$ cat src/rtl/imem_arbiter.sv
// ---------------------------------------------------------------------------
// imem_arbiter
//
// Arbitrates a single-port, synchronous-read instruction RAM between the core
// fetch port (read-only) and the loader/debug port (read/write). At most one
// access is granted per cycle. Read data returns one cycle after the grant.
// A burst counter limits how many contended loader grants can occur in a row
// before fetch is forced in. While l_lock is high, fetch is never granted.
//
// Ports
//   clk, rst_n                 clock, synchronous active-low reset
//   f_req/f_addr               fetch request (held until f_gnt)
//   f_gnt/f_stall              fetch accepted / fetch waiting
//   f_rvalid/f_rdata           fetch read response (cycle after grant)
//   l_req/l_we/l_lock          loader request, write select, exclusive mode
//   l_addr/l_wdata             loader address / write data
//   l_gnt/l_rvalid/l_rdata     loader accepted / read response
//   m_en/m_we/m_addr/m_wdata   memory access strobe and command
//   m_rdata                    memory read data, valid cycle after a read
// ---------------------------------------------------------------------------
module imem_arbiter #(
  parameter int DATA_WIDTH = 32,
  parameter int ADDR_WIDTH = 32,
  parameter int MAX_BURST  = 4
) (
  input  logic                  clk,
  input  logic                  rst_n,
  // fetch port
  input  logic                  f_req,
  input  logic [ADDR_WIDTH-1:0] f_addr,
  output logic                  f_gnt,
  output logic                  f_rvalid,
  output logic [DATA_WIDTH-1:0] f_rdata,
  output logic                  f_stall,
  // loader port
  input  logic                  l_req,
  input  logic                  l_we,
  input  logic                  l_lock,
  input  logic [ADDR_WIDTH-1:0] l_addr,
  input  logic [DATA_WIDTH-1:0] l_wdata,
  output logic                  l_gnt,
  output logic                  l_rvalid,
  output logic [DATA_WIDTH-1:0] l_rdata,
  // memory port
  output logic                  m_en,
  output logic                  m_we,
  output logic [ADDR_WIDTH-1:0] m_addr,
  output logic [DATA_WIDTH-1:0] m_wdata,
  input  logic [DATA_WIDTH-1:0] m_rdata
);

  localparam int CNT_W = $clog2(MAX_BURST + 1);
  localparam logic [CNT_W-1:0] BURST_LIMIT = CNT_W'(MAX_BURST);

  logic [CNT_W-1:0] burst_cnt;
  logic             rsp_f;
  logic             rsp_l;

  // Word alignment drops the byte-offset bits of both request addresses.
  logic unused_addr_lsbs;
  assign unused_addr_lsbs = ^{f_addr[1:0], l_addr[1:0]};

  // Grant decision. Every output is forced low while reset is asserted, so
  // the unknown state before the first reset edge never reaches the RAM.
  always_comb begin
    // NOTE: defaults first so every path assigns both grants; no latch.
    f_gnt = 1'b0;
    l_gnt = 1'b0;
    if (rst_n) begin
      if (l_lock) begin
        l_gnt = l_req;
      end else if (f_req && (burst_cnt == BURST_LIMIT)) begin
        f_gnt = 1'b1;
      end else if (l_req) begin
        l_gnt = 1'b1;
      end else begin
        f_gnt = f_req;
      end
    end
  end

  assign f_stall = rst_n & f_req & ~f_gnt;

  assign m_en    = f_gnt | l_gnt;
  assign m_we    = l_gnt & l_we;
  assign m_addr  = l_gnt ? {l_addr[ADDR_WIDTH-1:2], 2'b00} :
                   f_gnt ? {f_addr[ADDR_WIDTH-1:2], 2'b00} : '0;
  assign m_wdata = l_gnt ? l_wdata : '0;

  // Response state and starvation counter.
  always_ff @(posedge clk) begin
    // NOTE: sequential state uses non-blocking assignments only.
    if (!rst_n) begin
      burst_cnt <= '0;
      rsp_f     <= 1'b0;
      rsp_l     <= 1'b0;
    end else begin
      rsp_f <= f_gnt;
      rsp_l <= l_gnt & ~l_we;
      // Lock clears the counter so contention starts fresh once it drops.
      if (l_lock || !f_req || f_gnt) begin
        burst_cnt <= '0;
      end else if (l_gnt && (burst_cnt != BURST_LIMIT)) begin
        burst_cnt <= burst_cnt + 1'b1;
      end
    end
  end

  // A read in flight when reset asserts must not surface as rvalid.
  assign f_rvalid = rsp_f & rst_n;
  assign l_rvalid = rsp_l & rst_n;
  assign f_rdata  = f_rvalid ? m_rdata : '0;
  assign l_rdata  = l_rvalid ? m_rdata : '0;

endmodule

$ cat config.mk
export PLATFORM = sky130hd
export DESIGN_NAME = imem_arbiter
export DESIGN_NICKNAME = d
export VERILOG_FILES = /design/src/rtl/imem_arbiter.sv
export SDC_FILE = /design/constraint.sdc
export NUM_CORES = 1
export LEC_CHECK = 0
export BUFFER_PORTS_ARGS = -buffer_cell sky130_fd_sc_hd__buf_2
export CAP_MARGIN = 10
export CELL_PAD_IN_SITES_DETAIL_PLACEMENT = 2
export CELL_PAD_IN_SITES_GLOBAL_PLACEMENT = 2
export CORE_ASPECT_RATIO = 0.7
export CORE_MARGIN = 2
export CORE_UTILIZATION = 10
export CTS_CLUSTER_DIAMETER = 200
export DETAILED_ROUTE_END_ITERATION = 6
export MAX_ROUTING_LAYER = met4
export PLACE_DENSITY_LB_ADDON = 0.1
export SETUP_SLACK_MARGIN = 0.1
export SLEW_MARGIN = 20
export SYNTH_ARGS = -nofsm -noshare
export SYNTH_HDL_FRONTEND = slang
export SYNTH_SLANG_ARGS = --single-unit
$ cat constraint.sdc
create_clock -name clk -period 1.9 [get_ports clk]
set_clock_uncertainty 0.2 [all_clocks]
set_input_delay 0.38 -clock clk [delete_from_list [all_inputs] [get_ports clk]]
set_output_delay 0.38 -clock clk [all_outputs]
set_load 0.02 [all_outputs]
* Word level (Yosys, flattened, before mapping)
Cells that the tools add are included.
Widths: inputs -> output; s select.
** Word-level totals
- Output and inout port bits :: 135
- Input port bits :: 134
- Bits in registers :: 5
** Operators by class
- Equality and inequality tests :: 2
- Bitwise operators :: 10
- Multiplexer cells :: 13
- Add/sub/neg operators :: 1
- Reduce and logical (&&, ||, !) cells :: 6
** Operators by type and width (number)
- $mux 32 :: 5
- $mux 1 :: 8
- $and 1x1->1 :: 6
- $add 3x1->3 const B :: 1
- $eq 3x3->1 const B :: 1
- $ne 3x3->1 const B :: 1
- $not 1->1 :: 3
- $logic_and 1x1->1 :: 2
- $logic_or 1x1->1 :: 2
- $reduce_or 2->1 :: 1
- $logic_not 1->1 :: 1
- $or 1x1->1 :: 1

* Depth between registers and ports, before layout
Gate-level depths: netlist (run 1).
- Depth after elaboration :: 7
- Gate-level depth with buffers :: 6

* Least setup slack after synthesis (run 1)
OpenSTA, ideal clock, no wires.
- Path kind :: register to output
- Start :: register burst_cnt[0]
- End :: output port m_addr[23]
- Cell stages (with the launch flop) :: 7
- Data required time :: 1320 ps
- Path buffers :: 1
- Slack :: -22 ps
- Data arrival time :: 1342 ps
- Path through :: dfxtp_1 inv_1 ha_1 nand2_1 a21oi_2 buf_2 a22o_1
** Between the ends
- Word-level cells in the longest chain between the ends :: 7
- Elaborated cells on any way between the ends :: 10
** RTL lines
- start, declared :: RTL line 55 : logic [CNT_W-1:0] burst_cnt;
- start signal, assigned :: RTL line 104 : burst_cnt <= burst_cnt + 1'b1;
- $eq 3x3->1 :: RTL line 72 : end else if (f_req && (burst_cnt == BURST_LIMIT)) begin
- $logic_and 1x1->1 :: RTL line 72
- $mux 1 :: RTL line 72
- $mux 1 :: RTL line 70 : if (l_lock) begin
- $mux 1 :: RTL line 69 : if (rst_n) begin
- named net f_gnt :: RTL line 31 : output logic f_gnt,
- $mux 32 :: RTL line 87 : f_gnt ? {f_addr[ADDR_WIDTH-1:2], 2'b00} : '0;
- $mux 32 :: RTL line 86 : assign m_addr = l_gnt ? {l_addr[ADDR_WIDTH-1:2], 2'b00} :
- end, declared :: RTL line 47 : output logic [ADDR_WIDTH-1:0] m_addr,
The timed path passes the listed nets, and every way through them passes these cells.

* Final worst setup path (run 1)
- Start :: register burst_cnt[1]
- End :: output port m_addr[29]
** Between the ends
- Word-level cells in the longest chain between the ends :: 7
- Elaborated cells on any way between the ends :: 10
** RTL lines (RTL line)
- $eq 3x3->1 (*) :: 72
- $logic_and 1x1->1 (*) :: 72
- $mux 1 :: 72
- $mux 1 :: 70
- $mux 1 :: 69
- $mux 32 :: 87
- $mux 32 (*) :: 86
Every way passes the cells marked *; elsewhere a longest branch is shown, timed or not.

==> summary.md, run 1 <==
| Metric | Value |
|---|---|
| Maxcap violations | `0` |
| Pre-CTS WS | `-0.186 ns` |
| Filler Cells Inserted | `1445` |
| Violated checks | `negative setup slack` |
| Outcome | `finished with violations` |
| Share of the synthesized area in the top cell type | `31.5%` |
| Area of the mapped netlist | `1270 um^2` |
| DRC errors left | `0` |
| Yosys top cell by area | `and3_1` |
| Diodes inserted | `0` |
| FF+latch count, synth | `5` |
| Antenna Nets Post-Route | `0` |
| Post-DP HPWL | `7610 um` |
| DRT Pass-1 Iters | `4` |
| H-tree depth | `1` |
| Asr flop ratio synth | `0%` |
| Reg-to-reg critical path startpoint | `burst_cnt[1]` |
| Antenna violations before repair | `0` |
| Die Width | `139 um` |
| Reg clk slew, reported paths | `0.03 ns` |
| Top FF cell, synth | `dfxtp_1` |
| Design Power | `1.16 mW` |
| Final #Nets | `594` |
| Initial DRC count | `39` |
| Worst vdd ir | `0.276 mV` |
| Hold Vio Cnt, Final | `0` |
| Data required, critical path | `1.32 ns` |
| Mapped Avg Cell Area | `7.02 um^2` |
| Die Span Y | `98.3 um` |
| Critical-path maximum fanout | `9` |
| Worst setup startpoint | `burst_cnt[1]` |
| Final setup vio count | `66` |
| CP startpoint kind | `register` |
| Total gr overflow | `0` |
| Tcrit/Tclk final | `118%` |
| P per Cell Area | `305 nW/um^2` |
| Synth-to-layout area growth | `198%` |
| Setup crit end kind | `output pin` |
| Synth Instances | `181` |
| Unrepaired setup endpoints after global routing | `yes` |
| Post-route minimum period | `2.24 ns` |
| Vias per cell | `4.13` |
| Layout cell share with drive strength beyond 1 | `75.9%` |
| Routed len/inst | `17.2 um` |
| IO Pins | `269` |
| Routed WL | `10600 um` |
| Row count | `34` |
| Largest net degree at the start of global routing | `68` |
| Clock Path Buffers | `2` |
| Number of global-route vias before repair | `2751` |
| CTS sink count | `5` |
| Area contributors post-synth | `and3_1 31%, a22o_1 21%, and2_1 17%` |
| FF/Latch Area | `103 um^2` |
| R2R Setup Slk | `0.29 ns` |
| CTS tree | `built` |
| Clk_lat worst skew | `0.23 ns` |
| Core ar. | `12400 um^2` |
| Initial Utilization | `10.2%` |
| Reg-to-Reg End | `rsp_l` |
| Vias after detailed routing | `2556` |
| TritonCTS buffer count | `3` |
| Final Worst Setup Slack | `-0.345 ns` |
| Utilization after layout | `30.5%` |
| Area of the multi-input gates | `1190 um^2` |
| Post-synth EDFFs | `0` |
| Worst R2R Path Depth | `8` |
| IO Port Bufs | `262` |
| Clock Tree Root | `clkbuf_16` |
| Gr usage total | `14.1%` |
| Routability cong. | `0.702` |
| Ys Warns | `0` |
| Final non-filler cell total | `619` |
| Crit Path Class | `reg2out` |
| Seq/Total Area, Yosys | `7.87%` |
| Pins Over Slew Limit | `0` |
| Static Leak | `2.33 nW` |
| Cell count after placement | `594` |
| Die area | `13600 um^2` |
| First-pass GRT wire length | `15000 um` |
| Worst hold path class | `in2reg` |
| Fmax | `445 MHz` |
| Worst setup path endpoint | `m_addr[29]` |
| Synth cell types | `22` |
| WP data arrival | `1.66 ns` |
## logic make-up after synthesis
family                     share of synthesized area, %
and+or+nand+nor                                    53.4
buffers and inverters                              12.4
other                                             0.295
AOI/OAI and AO/OA                                  23.3
adders and majority gates                          1.97
DFF                                                7.87
xor gates and xnor gates                          0.689
## per-layer routing
layer | track usage [%] | vias up | share of wire [%]
met2 | 28.7 | 106 | 57
met3 | 2.70 | 11 | 5.0
met1 | 14.4 | 1237 | 36
met4 | 1.09 | 0 | 1.2
li1 | - | 1202 | -
met5 | - | - | 0
## layout make-up
class / instances / area share (%)
Timing Repair Buffer: 296 / 58.3
Inverter: 3 / 0.297
Multi-Input combinational cell: 149 / 31.3
Clock buffer: 4 / 2.08
Tap cell: 162 / 5.34
Sequential cell: 5 / 2.70
## worst max-delay path, cell delays in order (launching register included)
cell,delay (ns)
dfxtp_2,0.32
inv_2,0.04
ha_4,0.16
buf_4,0.14
a31oi_4,0.16
buf_8,0.17
buf_12,0.14
a22o_1,0.17
buf_6,0.13
## placed cells by master, fill, tap and decap left out, types with 3 or more instances in the layout
master,instances
and3_1,64
and2_4,33
clkbuf_16,6
a22o_4,5
a22o_1,25
buf_6,75
buf_8,5
buf_4,9
nor2_1,3
dfxtp_1,3
buf_12,7
buf_2,196
## flip-flops by register name, summed over array words and instances (netlist names)
| name | cells |
|---|---|
| rsp_l | 1 |
| rsp_f | 1 |
| burst_cnt | 3 |
## metrics by stage
step | TNS [ns] | hold WS (ns) | instance area [um^2]
after floorplan | 0 | 0.217 | 1360
after global placement | -8.42 | 0.296 | 2880
after detailed placement | -9.31 | 0.322 | 2880
after CTS | -13.70 | 0.122 | 3520
after global routing | -23.57 | 0.135 | 3790
final | -19.37 | 0.133 | 3790
## where the power goes
group          internal, mW  total (mW)  switching (mW)
clock                 0.278       0.351          0.0724
combinational         0.377       0.697           0.321
sequential            0.108       0.109         0.00150
## worst min path at each step
stage | start | endpoint | slack, ns | cells past startpoint
floorplan | burst_cnt[0] | burst_cnt[0] | 0.22 | 1
global placement | burst_cnt[0] | burst_cnt[0] | 0.30 | 2
detailed placement | burst_cnt[0] | burst_cnt[0] | 0.32 | 2
CTS | l_we | rsp_l | 0.12 | 2
global route | l_we | rsp_l | 0.13 | 2
finish | l_we | rsp_l | 0.13 | 2
## synth_stat cells, types with 2 or more instances
library cell  number
buf_4              5
inv_1              3
buf_2              3
and2_1            35
a22o_1            30
nand2_1            3
clkbuf_1          13
buf_6              4
ha_1               2
and3_1            64
dfxtp_1            5
nor2_1             4
## repair_timing
item,4_1_cts,5_1_grt
setup buffers,9,3
resized for setup,140,56
cloned,3,7
setup endpoints to repair,132,130
pin swaps,14,31
hold buffers,0,0
No activity file was read; power rests on OpenSTA's default activity.
==> run 2, diff against run 1 <==
--- a/config.mk
+++ b/config.mk
@@ -16,6 +16,7 @@
 export DETAILED_ROUTE_END_ITERATION = 6
 export MAX_ROUTING_LAYER = met4
 export PLACE_DENSITY_LB_ADDON = 0.1
+export REMOVE_ABC_BUFFERS = 1
 export SETUP_SLACK_MARGIN = 0.1
 export SLEW_MARGIN = 20
 export SYNTH_ARGS = -nofsm -noshare
==> run 2 against run 1 <==
The flow still finishes with violations (negative setup slack). Highest routed layer unchanged. Non-clock buffer count fell by 5. Critical path depth fell by 1. Via count fell by 2.3%. Largest power group unchanged. Core utilization fell by 0.55 points. Die area did not move.
==> summary.md, run 2 (synthesized netlist as in run 1, its figures left out) <==
| Metric | Value |
|---|---|
| Outcome | `finished with violations (unchanged)` |
| Violated checks | `negative setup slack (unchanged)` |
| Filler Cells Inserted | `1457 (was 1445)` |
| WP data arrival | `1.59 ns (was 1.66 ns)` |
| Most frequent cells in the layout | `196 x buf_2, 67 x buf_6, 64 x and3_1 (was 196 x buf_2, 75 x buf_6, 64 x and3_1)` |
| Critical-path maximum fanout | `8 (was 9)` |
| Tcrit/Tclk final | `114% (was 118%)` |
| Total gr overflow | `0 (unchanged)` |
| Post-route minimum period | `2.17 ns (was 2.24 ns)` |
| Post-DP HPWL | `7820 um (was 7610 um)` |
| Die Width | `139 um (unchanged)` |
| Reg with most FFs | `burst_cnt (unchanged)` |
| Layout cell share with drive strength beyond 1 | `73.2% (was 75.9%)` |
| Final #Nets | `589 (was 594)` |
| Row count | `34 (unchanged)` |
| FF/Latch Area | `103 um^2 (unchanged)` |
| Gr usage total | `15.2% (was 14.1%)` |
| Unrepaired setup endpoints after global routing | `yes (unchanged)` |
| Clock power share | `30.0% (was 30.3%)` |
| Data required, critical path | `1.32 ns (about the same)` |
| Worst hold path class | `in2reg (unchanged)` |
| Routability cong. | `0.704 (was 0.702)` |
| Final non-filler cell total | `614 (was 619)` |
| Buf/Inv on CP | `4 (was 5)` |
| Synth-to-layout area growth | `193% (was 198%)` |
| Clk_lat worst skew | `0.23 ns (about the same)` |
| Slowest cell on crit path | `dfxtp_2 (unchanged)` |
| CTS tree | `built (unchanged)` |
| Maxcap violations | `0 (unchanged)` |
| Area of the multi-input gates | `1130 um^2 (was 1190 um^2)` |
| Placed cell area | `2790 um^2 (was 2880 um^2)` |
| TritonCTS buffer count | `3 (unchanged)` |
| IO Port Bufs | `262 (unchanged)` |
| Final Worst Setup Slack | `-0.270 ns (was -0.345 ns)` |
| P per Cell Area | `308 nW/um^2 (was 305 nW/um^2)` |
| Die area | `13600 um^2 (unchanged)` |
| DRT Pass-1 Iters | `4 (unchanged)` |
| CP Cell Sequence | `inv_2, ha_4, a31oi_4, buf_12, clkbuf_16, a22o_1, buf_6 (was inv_2, ha_4, buf_4, a31oi_4, buf_8, buf_12, a22o_1, buf_6)` |
| Antenna violations before repair | `0 (unchanged)` |
| Static Leak | `2.28 nW (was 2.33 nW)` |
| Fmax | `461 MHz (was 445 MHz)` |
| Diodes inserted | `0 (unchanged)` |
| Pint | `756 uW (was 763 uW)` |
| Pins Over Slew Limit | `0 (unchanged)` |
| Combinational power share | `60.4% (was 60.2%)` |
| Max reg flops | `3 (unchanged)` |
| H-tree depth | `1 (unchanged)` |
| Reg clk slew, reported paths | `0.03 ns (about the same)` |
| Clock Path Buffers | `2 (unchanged)` |
| Utilization after layout | `30.0% (was 30.5%)` |
| Setup crit end kind | `output pin (unchanged)` |
| Worst vdd ir | `0.339 mV (was 0.276 mV)` |
| Crit-path max cell delay | `0.32 ns (about the same)` |
| Design Power | `1.15 mW (was 1.16 mW)` |
| CP startpoint kind | `register (unchanged)` |
| First-pass GRT wire length | `16100 um (was 15000 um)` |
| Routed len/inst | `18.2 um (was 17.2 um)` |
| Routed WL | `11200 um (was 10600 um)` |
| Core ar. | `12400 um^2 (unchanged)` |
| Crit Path Class | `reg2out (unchanged)` |
| DRC errors left | `0 (unchanged)` |
| Vias per cell | `4.07 (was 4.13)` |
| Antenna Nets Post-Route | `0 (unchanged)` |
| Vias after detailed routing | `2498 (was 2556)` |
| Hold_buf cts | `0 (unchanged)` |
| Number of global-route vias before repair | `2705 (was 2751)` |
| Final setup vio count | `66 (unchanged)` |
| Delay-heaviest family, CP | `buffers and inverters (unchanged)` |
| IO Pins | `269 (unchanged)` |
| Sw Share | `34.1% (about the same)` |
| Reg power frac | `9.5% (was 9.4%)` |
| R2R Setup Slk | `0.22 ns (was 0.29 ns)` |
| Initial DRC count | `39 (unchanged)` |
| Initial Utilization | `10.2% (unchanged)` |
| Commonest non-fill, non-tap cell in the layout | `buf_2 (unchanged)` |
| Net switching power | `391 uW (was 395 uW)` |
| Setup TNS | `-15.79 ns (was -19.37 ns)` |
| CTS sink count | `5 (unchanged)` |
| Clock Tree Root | `clkbuf_16 (unchanged)` |
| Hold Vio Cnt, Final | `0 (unchanged)` |
| Largest regs | `burst_cnt x3, rsp_f x1, rsp_l x1 (unchanged)` |
| Die Span Y | `98.3 um (unchanged)` |
| Largest net degree at the start of global routing | `66 (was 68)` |
| Fin area | `3720 um^2 (was 3790 um^2)` |
| Cell count after placement | `593 (was 594)` |
-- run 2: changes by cell type in the layout (fill, tap and decap cells not counted), sizes merged --
| cell | before | now |
|---|---|---|
| clkbuf | 7 | 6 |
| buf | 293 | 289 |
-- run 2: stage by stage --
stage,hold slack [ns],worst slack (ns)
after CTS,0.125,-0.303
after global routing,0.135,-0.349
after floorplan,0.217,-1.12
after global placement,0.303,-0.130
final,0.132,-0.270
after detailed placement,0.320,-0.147
-- run 2: area by class of cell --
type                       count  share of cell area [%]
inverter                       3                   0.302
sequential                     5                    2.75
clock buffer                   4                    2.12
timing repair buffer         291                    59.1
tap                          162                    5.44
multi-input combinational    149                    30.3
-- run 2: power groups by stage --
stage / Combinational, mW / Clock (mW) / Sequential [mW]
6_report: 0.693 / 0.345 / 0.110
5_1_grt: 0.741 / 0.364 / 0.110
4_1_cts: 0.658 / 0.354 / 0.109
3_5_place_dp: 0.501 / 0 / 0.111
3_3_place_gp: 0.491 / 0 / 0.111
2_1_floorplan: 0.208 / 0 / 0.115
-- run 2: final timing paths --
check,from,end,depth (start not counted)
hold / removal,l_we,rsp_l,2
setup reg to reg,burst_cnt[1],rsp_l,8
setup / recovery,burst_cnt[1],m_addr[19],7
hold reg to reg,burst_cnt[0],burst_cnt[0],2
-- run 2: repair_timing --
item,4_1_cts,5_1_grt
pin swaps,18,18
setup buffers,5,4
cloned,6,2
endpoints found under the setup margin,130,126
hold endpoints to repair,0,0
gates resized for setup,154,26
-- run 2: metal layers --
| layer | global-route usage [%] | vias up | part of all wire, % |
|---|---|---|---|
| met2 | 28.1 | 97 | 55 |
| met5 | - | - | 0 |
| met3 | 2.01 | 6 | 4.1 |
| met1 | 18.4 | 1199 | 41 |
| met4 | 1.24 | 0 | 0.41 |
| li1 | - | 1196 | - |
==> run 3, diff against run 2 <==
--- a/config.mk
+++ b/config.mk
@@ -15,7 +15,7 @@
 export CTS_CLUSTER_DIAMETER = 200
 export DETAILED_ROUTE_END_ITERATION = 6
 export MAX_ROUTING_LAYER = met4
-export PLACE_DENSITY_LB_ADDON = 0.1
+export PLACE_DENSITY = 0.92
 export REMOVE_ABC_BUFFERS = 1
 export SETUP_SLACK_MARGIN = 0.1
 export SLEW_MARGIN = 20
==> run 3 against run 2 <==
The flow still finishes with violations (negative setup slack). Sequential power about the same. Wire length rose by 6.4%. Sequential cell count unchanged. Via count grew 3.8%. Design area grew 0.74%. Cell count increased by 1.3%. Setup slack got worse by 0.074 ns. Critical endpoint is now m_addr[13]. Total power grew 2.3%. Fmax is 3.3% lower.
==> summary.md, run 3 (synthesized netlist as in run 1, its figures left out) <==
| Metric | Value |
|---|---|
| Cell count after placement | `604 (was 593)` |
| Tcrit/Tclk final | `118% (was 114%)` |
| DRC errors left | `0 (unchanged)` |
| Reg with most FFs | `burst_cnt (unchanged)` |
| Design Power | `1.17 mW (was 1.15 mW)` |
| Worst R2R Path Depth | `6 (was 8)` |
| Routed WL | `11900 um (was 11200 um)` |
| Unrepaired setup endpoints after global routing | `yes (unchanged)` |
| Worst hold start | `l_we (unchanged)` |
| Antenna violations before repair | `0 (unchanged)` |
| Row count | `34 (unchanged)` |
| Pins Over Slew Limit | `0 (unchanged)` |
| Reg-to-reg critical path startpoint | `burst_cnt[0] (was burst_cnt[1])` |
| Post-route minimum period | `2.24 ns (was 2.17 ns)` |
| Die Width | `139 um (unchanged)` |
| Setup crit end kind | `output pin (unchanged)` |
| Crit Path Class | `reg2out (unchanged)` |
| First-pass GRT wire length | `16500 um (was 16100 um)` |
| Final setup vio count | `66 (unchanged)` |
| Layout cell share with drive strength beyond 1 | `74.6% (was 73.2%)` |
| Worst hold path class | `in2reg (unchanged)` |
| Worst min-delay path endpoint | `rsp_l (unchanged)` |
| Uppermost layer routed | `met4 (unchanged)` |
| Combinational power share | `61.2% (was 60.4%)` |
| Data required, critical path | `1.32 ns (about the same)` |
| Worst vdd ir | `0.285 mV (was 0.339 mV)` |
| CTS tree | `built (unchanged)` |
| DRT Pass-1 Iters | `4 (unchanged)` |
| CTS sink count | `5 (unchanged)` |
| Gr usage total | `15.8% (was 15.2%)` |
| Final non-filler cell total | `622 (was 614)` |
| Violated checks | `negative setup slack (unchanged)` |
| Largest regs | `burst_cnt x3, rsp_f x1, rsp_l x1 (unchanged)` |
| Cell count of the worst hold path | `2 (unchanged)` |
| Final Worst Setup Slack | `-0.345 ns (was -0.270 ns)` |
| Maxcap violations | `0 (unchanged)` |
| P per Cell Area | `313 nW/um^2 (was 308 nW/um^2)` |
| Pre-CTS WS | `-0.284 ns (was -0.147 ns)` |
| Total gr overflow | `0 (unchanged)` |
| Initial DRC count | `47 (was 39)` |
| Hold Vio Cnt, Final | `0 (unchanged)` |
| Clock Path Buffers | `2 (unchanged)` |
| Critical-path maximum fanout | `7 (was 8)` |
| Reg power frac | `9.3% (was 9.5%)` |
| Diodes inserted | `0 (unchanged)` |
| Sw Share | `35.0% (was 34.1%)` |
| H-tree depth | `1 (unchanged)` |
| Setup TNS | `-18.01 ns (was -15.79 ns)` |
| CP startpoint kind | `register (unchanged)` |
| Max reg flops | `3 (unchanged)` |
| Die Span Y | `98.3 um (unchanged)` |
| Reg-to-Reg End | `rsp_l (unchanged)` |
| Pint | `763 uW (was 756 uW)` |
| Final #Nets | `597 (was 589)` |
| Number of global-route vias before repair | `2760 (was 2705)` |
| Slowest cell on crit path | `dfxtp_2 (unchanged)` |
| Cell mode on critical path | `buf_12` |
| Met3 WL post-DR | `733 um (was 462 um)` |
| CP Cell Sequence | `inv_2, ha_4, a31oi_4, buf_12, buf_12, buf_16, a22o_1, buf_6 (was inv_2, ha_4, a31oi_4, buf_12, clkbuf_16, a22o_1, buf_6)` |
| R2R Setup Slk | `0.44 ns (was 0.22 ns)` |
| Antenna Nets Post-Route | `0 (unchanged)` |
| Routed len/inst | `19.1 um (was 18.2 um)` |
| Vias after detailed routing | `2594 (was 2498)` |
| Vias per cell | `4.17 (was 4.07)` |
| Synth-to-layout area growth | `195% (was 193%)` |
| Initial Utilization | `10.2% (unchanged)` |
| TritonCTS buffer count | `3 (unchanged)` |
| Post-route met1 wirelength | `4340 um (was 4530 um)` |
| Largest net degree at the start of global routing | `34 (was 66)` |
| Routability cong. | `0.845 (was 0.704)` |
| WP data arrival | `1.66 ns (was 1.59 ns)` |
| Outcome | `finished with violations (unchanged)` |
| Static Leak | `2.32 nW (was 2.28 nW)` |
| Reg clk slew, reported paths | `0.03 ns (about the same)` |
| Commonest non-fill, non-tap cell in the layout | `buf_2 (unchanged)` |
| Crit-path max cell delay | `0.32 ns (about the same)` |
| Clock power share | `29.5% (was 30.0%)` |
| Utilization after layout | `30.2% (was 30.0%)` |
| Net switching power | `410 uW (was 391 uW)` |
| IO Port Bufs | `262 (unchanged)` |
| Die area | `13600 um^2 (unchanged)` |
| Core ar. | `12400 um^2 (unchanged)` |
| Post-DP HPWL | `9130 um (was 7820 um)` |
| Most frequent cells in the layout | `195 x buf_2, 69 x buf_6, 64 x and3_1 (was 196 x buf_2, 67 x buf_6, 64 x and3_1)` |
| Fmax | `445 MHz (was 461 MHz)` |
| IO Pins | `269 (unchanged)` |
| Clock Tree Root | `clkbuf_16 (unchanged)` |
| Clk_lat worst skew | `0.23 ns (about the same)` |
| Met2 WL | `6640 um (was 6120 um)` |
==> run 3: cell types whose count changed in the layout (fill, tap and decap cells not counted), sizes merged <==
cell    delta
clkbuf     +3
buf        +5
==> run 3: area by class of cell <==
cell class                      count  area [um^2]
Tap cell                          162          203
Multi-Input combinational cell    149         1140
Fill cell                        1445         8670
Sequential cell                     5          103
Inverter                            3         11.3
Timing Repair Buffer              299         2220
Clock buffer                        4         78.8
==> run 3: power by group through the flow <==
stage | Sequential, mW | Combinational (mW) | Clock, mW
final | 0.109 | 0.718 | 0.346
after global routing | 0.109 | 0.762 | 0.358
after CTS | 0.109 | 0.672 | 0.353
after detailed placement | 0.110 | 0.537 | 0
after global placement | 0.110 | 0.521 | 0
after floorplan | 0.115 | 0.208 | 0
==> run 3: worst max-delay path, delay by kind of cell (launching register included) <==
kind	cells	cell delay, ns
AOI/OAI and AO/OA	2	0.32
adders and majority gates	1	0.16
buffers and inverters	5	0.63
DFF	1	0.32
==> run 3: per-stage QoR <==
| step | cell area (um^2) | hold slack, ns |
|---|---|---|
| detailed placement | 2850 | 0.327 |
| CTS | 3550 | 0.156 |
| global route | 3750 | 0.165 |
| global placement | 2850 | 0.301 |
| finish | 3750 | 0.148 |
| floorplan | 1130 | 0.217 |
==> run 3: per-layer routing <==
metal,up-vias,track usage [%]
met5,-,-
met3,8,2.11
met4,0,2.56
met1,1226,16.9
met2,153,31.5
li1,1207,-
==> run 3: worst max path at each step <==
stage | startpoint | to | slack, ns
6_report | burst_cnt[0] | m_addr[13] | -0.34
5_1_grt | burst_cnt[0] | m_addr[10] | -0.39
4_1_cts | burst_cnt[1] | m_addr[13] | -0.34
3_5_place_dp | rst_n | m_addr[20] | -0.28
3_3_place_gp | rst_n | m_addr[6] | -0.25
2_1_floorplan | burst_cnt[0] | m_addr[10] | -1.12
==> run 3: what timing repair did <==
item	4_1_cts	5_1_grt
gates resized for setup	150	36
setup buffers	6	2
gates cloned	3	4
pin swaps	10	18
setup endpoints to repair	126	123
hold buffers	0	0
